--- src/rtl/alu_pkg.sv ---
// Shared ALU control codes, op classes and the issue bundle.
// Imported by the issue stage and the control decoder.
package alu_pkg;

  localparam int ALU_XLEN = 32;

  localparam logic [3:0] ALU_AND = 4'b0000;
  localparam logic [3:0] ALU_OR  = 4'b0001;
  localparam logic [3:0] ALU_ADD = 4'b0010;
  localparam logic [3:0] ALU_SUB = 4'b0110;
  localparam logic [3:0] ALU_ILL = 4'b1111;

  localparam logic [1:0] ALUOP_MEM = 2'b00;
  localparam logic [1:0] ALUOP_BR  = 2'b01;
  localparam logic [1:0] ALUOP_R   = 2'b10;
  localparam logic [1:0] ALUOP_I   = 2'b11;

  typedef struct packed {
    logic [ALU_XLEN-1:0] a;
    logic [ALU_XLEN-1:0] b;
    logic [3:0]          control;
    logic                illegal;
  } issue_t;

  localparam issue_t ISSUE_RST = '{
    a:       '0,
    b:       '0,
    control: ALU_ADD,
    illegal: 1'b0
  };

endpackage

--- src/rtl/alu_ctrl_decode.sv ---
// alu_op/funct3/funct7[5] to 4-bit ALU control.
// Unsupported ops map to ALU_ILL and raise illegal.
module alu_ctrl_decode
  import alu_pkg::*;
(
  input  logic [1:0] i_alu_op,
  input  logic [2:0] i_funct3,
  input  logic       i_funct7_5,
  output logic [3:0] o_control,
  output logic       o_illegal
);

  logic w_sub;

  // Only R-type honours bit 30; I-type ADDI has no SUB form.
  assign w_sub = (i_alu_op == ALUOP_R) && i_funct7_5;

  // Decode table: fixed ops first, then funct3 for R/I.
  always_comb begin
    o_control = ALU_ILL;
    unique case (i_alu_op)
      ALUOP_MEM: o_control = ALU_ADD;
      ALUOP_BR:  o_control = ALU_SUB;
      default: begin
        unique case (i_funct3)
          3'b000:  o_control = w_sub ? ALU_SUB : ALU_ADD;
          3'b111:  o_control = ALU_AND;
          3'b110:  o_control = ALU_OR;
          default: o_control = ALU_ILL;
        endcase
      end
    endcase
  end

  assign o_illegal = (o_control == ALU_ILL);

endmodule

--- src/rtl/alu_issue_stage.sv ---
// Execute issue register with 2-entry skid buffer.
// M drives the ALU inputs, S absorbs one op on stall.
module alu_issue_stage
  import alu_pkg::*;
#(
  parameter int XLEN  = ALU_XLEN,
  parameter int CNT_W = 16
) (
  input  logic             clk,
  input  logic             rst,
  input  logic             flush,
  input  logic             in_valid,
  output logic             in_ready,
  input  logic [1:0]       alu_op,
  input  logic [2:0]       funct3,
  input  logic             funct7_5,
  input  logic [XLEN-1:0]  rs1_val,
  input  logic [XLEN-1:0]  rs2_val,
  input  logic [XLEN-1:0]  imm,
  input  logic             use_imm,
  output logic             out_valid,
  input  logic             out_ready,
  output logic [XLEN-1:0]  alu_a,
  output logic [XLEN-1:0]  alu_b,
  output logic [3:0]       alu_control,
  output logic             illegal,
  output logic [CNT_W-1:0] issue_count
);

  issue_t           r_m;
  issue_t           r_s;
  logic             r_m_valid;
  logic             r_s_valid;
  logic             r_in_ready;
  logic [CNT_W-1:0] r_cnt;

  issue_t w_in;
  issue_t w_m_nx;
  issue_t w_s_nx;
  logic   w_m_valid_nx;
  logic   w_s_valid_nx;
  logic   w_acc;
  logic   w_xfer;
  logic   w_ctrl_ill;
  logic [3:0] w_ctrl;

  alu_ctrl_decode u_dec (
    .i_alu_op   (alu_op),
    .i_funct3   (funct3),
    .i_funct7_5 (funct7_5),
    .o_control  (w_ctrl),
    .o_illegal  (w_ctrl_ill)
  );

  assign w_in.a       = rs1_val;
  assign w_in.b       = use_imm ? imm : rs2_val;
  assign w_in.control = w_ctrl;
  assign w_in.illegal = w_ctrl_ill;

  assign w_acc  = in_valid & r_in_ready;
  assign w_xfer = r_m_valid & out_ready;

  // Next M/S: refill M from S first so order is kept.
  always_comb begin
    w_m_nx       = r_m;
    w_s_nx       = r_s;
    w_m_valid_nx = r_m_valid;
    w_s_valid_nx = r_s_valid;
    if (!r_m_valid || w_xfer) begin
      if (r_s_valid) begin
        w_m_nx       = r_s;
        w_m_valid_nx = 1'b1;
        w_s_valid_nx = 1'b0;
      end else if (w_acc) begin
        w_m_nx       = w_in;
        w_m_valid_nx = 1'b1;
      end else begin
        w_m_valid_nx = 1'b0;
      end
    end else if (w_acc) begin
      w_s_nx       = w_in;
      w_s_valid_nx = 1'b1;
    end
    if (flush) begin
      w_m_valid_nx = 1'b0;
      w_s_valid_nx = 1'b0;
    end
  end

  // Buffer state, registered ready and hand-off counter.
  always_ff @(posedge clk) begin
    if (rst) begin
      r_m        <= ISSUE_RST;
      r_s        <= ISSUE_RST;
      r_m_valid  <= 1'b0;
      r_s_valid  <= 1'b0;
      r_in_ready <= 1'b1;
      r_cnt      <= '0;
    end else begin
      r_m        <= w_m_nx;
      r_s        <= w_s_nx;
      r_m_valid  <= w_m_valid_nx;
      r_s_valid  <= w_s_valid_nx;
      r_in_ready <= !w_s_valid_nx;
      if (w_xfer) r_cnt <= r_cnt + CNT_W'(1);
    end
  end

  assign in_ready    = r_in_ready;
  assign out_valid   = r_m_valid;
  assign alu_a       = r_m.a;
  assign alu_b       = r_m.b;
  assign alu_control = r_m.control;
  assign illegal     = r_m.illegal;
  assign issue_count = r_cnt;

endmodule

--- config.mk ---
export PLATFORM = sky130hd
export DESIGN_NAME = alu_issue_stage
export DESIGN_NICKNAME = d
export VERILOG_FILES = /design/src/rtl/alu_pkg.sv /design/src/rtl/alu_ctrl_decode.sv /design/src/rtl/alu_issue_stage.sv
export SDC_FILE = /design/constraint.sdc
export NUM_CORES = 1
export LEC_CHECK = 0
export CAP_MARGIN = 0
export CORE_UTILIZATION = 40
export DETAILED_ROUTE_END_ITERATION = 7
export HOLD_SLACK_MARGIN = 0.1
export PLACE_DENSITY = 0.81
export SYNTH_ARGS = -nofsm -noshare
export SYNTH_HDL_FRONTEND = slang
export SYNTH_SLANG_ARGS = --single-unit
--- constraint.sdc ---
create_clock -name clk -period 1.4 [get_ports clk]
set_input_delay 0.28 -clock clk [delete_from_list [all_inputs] [get_ports clk]]
set_output_delay 0.28 -clock clk [all_outputs]
set_load 0.02 [all_outputs]
# Word level (Yosys, flattened, before mapping)
# Index checks and enable logic that the tools add are counted.
# Widths: inputs -> output; s select.
dict set report op_classes {
  n_addsub 1
  eq_ne 5
  n_mux 11
  bitwise_logic 3
  reduce_logical 10
}
# operator n
set ops {}
lappend ops {{$mux 69} 2}
lappend ops {{$mux 32} 1}
lappend ops {{$add 16x1->16 const B} 1}
lappend ops {{$pmux 4 s3} 1}
lappend ops {{$pmux 4 s2} 1}
lappend ops {{$eq 3x3->1 const B} 2}
lappend ops {{$mux 1} 5}
lappend ops {{$eq 4x4->1 const B} 1}
lappend ops {{$reduce_and 2->1} 2}
lappend ops {{$logic_not 3->1} 1}
lappend ops {{$mux 3} 1}
lappend ops {{$and 1x1->1} 2}
lappend ops {{$eq 2x1->1 const B} 1}
lappend ops {{$eq 2x2->1 const B} 1}
lappend ops {{$logic_not 1->1} 2}
lappend ops {{$logic_not 2->1} 1}
lappend ops {{$reduce_bool 2->1} 1}
lappend ops {{$reduce_or 2->1} 1}
lappend ops {{$logic_and 1x1->1} 1}
lappend ops {{$logic_or 1x1->1} 1}
lappend ops {{$not 1->1} 1}
dict set report word_totals {
  reg_bits 157
  inputBits 108
  word_cells 42
}

# Longest topological paths before layout
dict set report depth {
  word_depth 8
  ltp_mapped 8
}

# Cells and area by module
# Synthesis repeated with hierarchy kept, for this count alone.
dict set report hier_totals {
  cells_unflattened 743
  hier_area_um2 6542.5
}
# module n_inst cells_per_inst area_each_um2 seq_area_each_um2
set modules_own_cells {}
lappend modules_own_cells {alu_issue_stage 1 734 6480.0 3143.0}
lappend modules_own_cells {alu_ctrl_decode 1 9 62.6 0.0}

# Least setup slack after synthesis
# OpenSTA, ideal clock, no wires.
dict set report synth_path {
  path_kind {reg2reg}
  start {register r_m_valid (netlist: out_valid)}
  end {register r_m (netlist bit alu_b[12])}
  arrival_time_ns 1.414
  setup_slack_ns -0.141
  stages_incl_launch_ff 8
  cell_sequence {dfxtp_1 -> nand2b_1 -> nor2b_1 -> buf_4 -> buf_8 -> buf_12 -> mux2i_1 -> nor2_1}
}
dict set report synth_between {
  elab_chain_cells 3
  word_cells_on_any_way 4
  cone_classes {bitwise: 1; reduce/logical: 3}
}
# element line_no
set synth_lines {}
lappend synth_lines {{start, declared} alu_issue_stage.sv:32} ;# logic r_m_valid;
lappend synth_lines {{start signal, assigned} alu_issue_stage.sv:102} ;# r_m_valid <= w_m_valid_nx;
lappend synth_lines {{$and 1x1->1 or $logic_not 1->1 (tied branches)} {alu_issue_stage.sv:61, alu_issue_stage.sv:69}}
lappend synth_lines {{$logic_or 1x1->1 (*)} alu_issue_stage.sv:69} ;# if (!r_m_valid || w_xfer) begin
lappend synth_lines {{$reduce_and 2->1 (no source line) (*)} n/a}
lappend synth_lines {{end signal, assigned} alu_issue_stage.sv:100} ;# r_m <= w_m_nx;
lappend synth_lines {{end, declared} alu_issue_stage.sv:30} ;# issue_t r_m;
# Mark *: on every way between the ends. The rest lies on a longest branch, timed or not.
# A chain may end at the register's enable or synchronous reset.

# Worst setup path in the final report
dict set report layout_path {
  start {register r_m_valid (netlist: out_valid)}
  end {register r_m (netlist bit alu_b[14])}
}
# Same word-level chain as after synthesis.

==> results.py <==
metrics = {
    "drt": {
        "vias": 6002,
        "drc": 0,
        "route.antenna.remaining_nets": 0,
        "first_pass_iters": 4,
        "wl_um": 18100,
        "drt_iter0_drc": 322,
        "viasPerCell": 5.06,
        "post_drt_wl_per_cell_um": 15.3,
    },
    "die": {
        "io-pin-count": 195,
        "die_y_um": 131,
        "coreArea_um2": 16000,
        "die_area_um2": 17100,
        "start_util": 0.414,
        "num_rows": 46,
        "fp.dieW_um": 131,
    },
    "grt": {
        "overflow": 0,
        "grt_max_degree": 80,
        "grt_pass1_wl_um": 27400,
        "grt_pass1_vias": 5621,
        "antenna_found_initial": 0,
        "grt_usage": 0.205,
    },
    "power": {
        "power_mw": 10.9,
        "p_leak_nw": 3.81,
        "peakVddDrop_mv": 0.921,
        "powerDensity_nw_per_um2": 1100,
    },
    "synth": {
        "synth_mux_area_frac": 0.150,
        "synth_xor_area_frac": 0.0145,
        "syn_area_um2": 6630,
        "ys_ff_latch": 157,
        "ys_seq_area_frac": 0.474,
        "syn_nets": 854,
        "synth_async_sr_flop_share": 0,
        "synth_largest_area_cell": "dfxtp_1",
        "synth_top_family_by_area": "simple AND/OR/NAND/NOR gates",
        "yosys.area_share.simple": 0.162,
        "yosysWarnings": 0,
        "synth_cell_types": 37,
        "synth_compound_area_frac": 0.147,
        "synth_edf_count": 0,
        "avgSynthCellArea_um2": 8.89,
        "synth_top_area_share": 0.474,
        "synth_ff_type": "dfxtp_1",
        "synthTopCellsByArea": "dfxtp_1 47%, mux2i_1 15%, a211oi_1 7.6%",
        "synth_cells": 745,
        "yosys.area_share.adder": 0.00189,
    },
    "place": {
        "dp_hpwl_um": 11100,
        "dp_slack_ps": -520,
        "dpl_cell_area_um2": 9030,
        "finalWeightedCongestion": 0.831,
        "io_buffers": 194,
    },
    "finish": {
        "layout-drive-gt1-share": 0.187,
        "layout_commonest_cell": "dfxtp_1",
        "insertedDiodeCount": 0,
        "fillCellCount": 1374,
        "post-route-cell-area_um2": 9920,
        "nets": 1066,
        "syn2layout_area_growth_pct": 49.6,
        "layout_common_cells": "141 x dfxtp_1, 117 x nor2_1, 106 x nand2_1",
    },
    "hold_path": {
        "hp-class": "in -> reg",
    },
    "clock_network": {
        "cts_hold_buf": 0,
        "cts-buffers-inserted": 17,
        "cts-root-buf": "clkbuf_16",
        "clkLatencyLatePin_ps": 420,
        "h-tree-depth": 4,
        "cts.path.max_buffers": 2,
        "cts_tree": "built",
        "clock_sinks": 157,
        "clkTransAtPathRegs_ps": 60,
    },
    "critical_path": {
        "critPathLaunchType": "flip-flop",
        "end_kind": "flip-flop",
        "crit_type": "reg -> reg",
        "cp_max_fo": 35,
        "cp.required_ps": 1700,
        "worstPathArrival_ps": 1710,
    },
    "run_status": {
        "outcome": "finished, violations left",
        "violations": "negative setup slack",
    },
    "sta": {
        "tightest_slew_ps": 353,
        "tns_ps": -18.1,
        "post-route-period-util": 1.01,
        "finClkSkew_ps": 8.30,
        "fin_ws_ps": -10.3,
        "hold_ws_ps": 173,
        "drv_slew": 0,
        "fmax_mhz": 709,
        "fin_crit_ps": 1410,
        "rsz0062_at_grt": "yes",
        "maxSlewHeadroom": 0.758,
        "hold_violations": 0,
        "setup_violations": 3,
    },
    "flow_run": {
        "max-cap-violations": 0,
    },
}
-- cell usage after synthesis, types with 3 or more instances --
library cell,count
nor2_1,117
buf_6,3
mux2_2,3
nand2_1,107
o21ai_0,32
buf_2,18
xor2_1,4
xnor2_1,7
dfxtp_1,157
mux2i_1,96
a211oi_1,67
nor3_1,4
nand3_1,10
a311oi_1,3
or4_1,3
o31ai_1,3
nand4_1,7
a21oi_1,44
nor2b_1,4
clkbuf_1,31
buf_4,3
-- kinds of logic after synthesis --
group	after synthesis
simple gates	262
flops	157
compound gates	153
mux	99
buf+inv	62
xor+xnor	11
fa+ha+maj	1
-- final timing paths --
path / endpoint / slack, ps / startpoint / depth (start not counted)
setup / recovery: alu_b[14] / -10 / out_valid / 5
hold / removal: issue_count[12] / 170 / rst / 2
setup reg to reg: alu_b[14] / -10 / out_valid / 5
hold reg to reg: r_s[67] / 450 / r_s[67] / 2
-- routing by layer --
layer | vias up | GRT usage | wire length (µm)
met5 | - | 0 | 0
met1 | 2810 | 0.245 | 7790
met3 | 23 | 0.0558 | 1000
li1 | 3023 | - | -
met2 | 146 | 0.349 | 9050
met4 | 0 | 0.0764 | 267
-- per-stage QoR --
stage	util	cells
floorplan	-	745
CTS	0.608	1176
global placement	0.564	1138
finish	0.620	1186
global route	0.620	1186
detailed placement	0.564	1138
-- area by class of cell --
| type | instances | area (µm²) | share of cell area |
|---|---|---|---|
| multi-input cells | 526 | 3280 | 0.331 |
| flip-flops and latches | 157 | 3180 | 0.321 |
| repair buffers | 253 | 2580 | 0.261 |
| clock buffers | 24 | 514 | 0.0519 |
| well taps | 216 | 270 | 0.0273 |
| clock inverters | 8 | 76.3 | 0.00770 |
| inverters | 2 | 7.51 | 0.000757 |
-- registers in the layout, summed over array words and instances, names as in the netlist --
name and count:
illegal 1, out_valid 1, issue_count 16, r_s 69, alu_a 32, in_ready 1, r_s_valid 1, alu_b 32
alu_control 4
-- critical path, stage by stage, from the launching register on --
cell      delay (ps)
dfxtp_4          370
nand2b_4          80
nor2b_4          230
buf_12           280
mux2i_1          250
nor2_1            60
-- timing repair --
action | in CTS | in global routing
buffers inserted | 3 | 3
setup endpoints to repair | 173 | 162
resized for setup | 141 | 120
gates cloned | 3 | 7
pin swaps | 1 | 16
-- power breakdown --
part | internal (mW) | switching (mW) | total (mW)
clock | 2.76 | 1.82 | 4.57
sequential | 4.65 | 0.101 | 4.75
combinational | 0.791 | 0.769 | 1.56
Power figures use the tool's default switching activity.
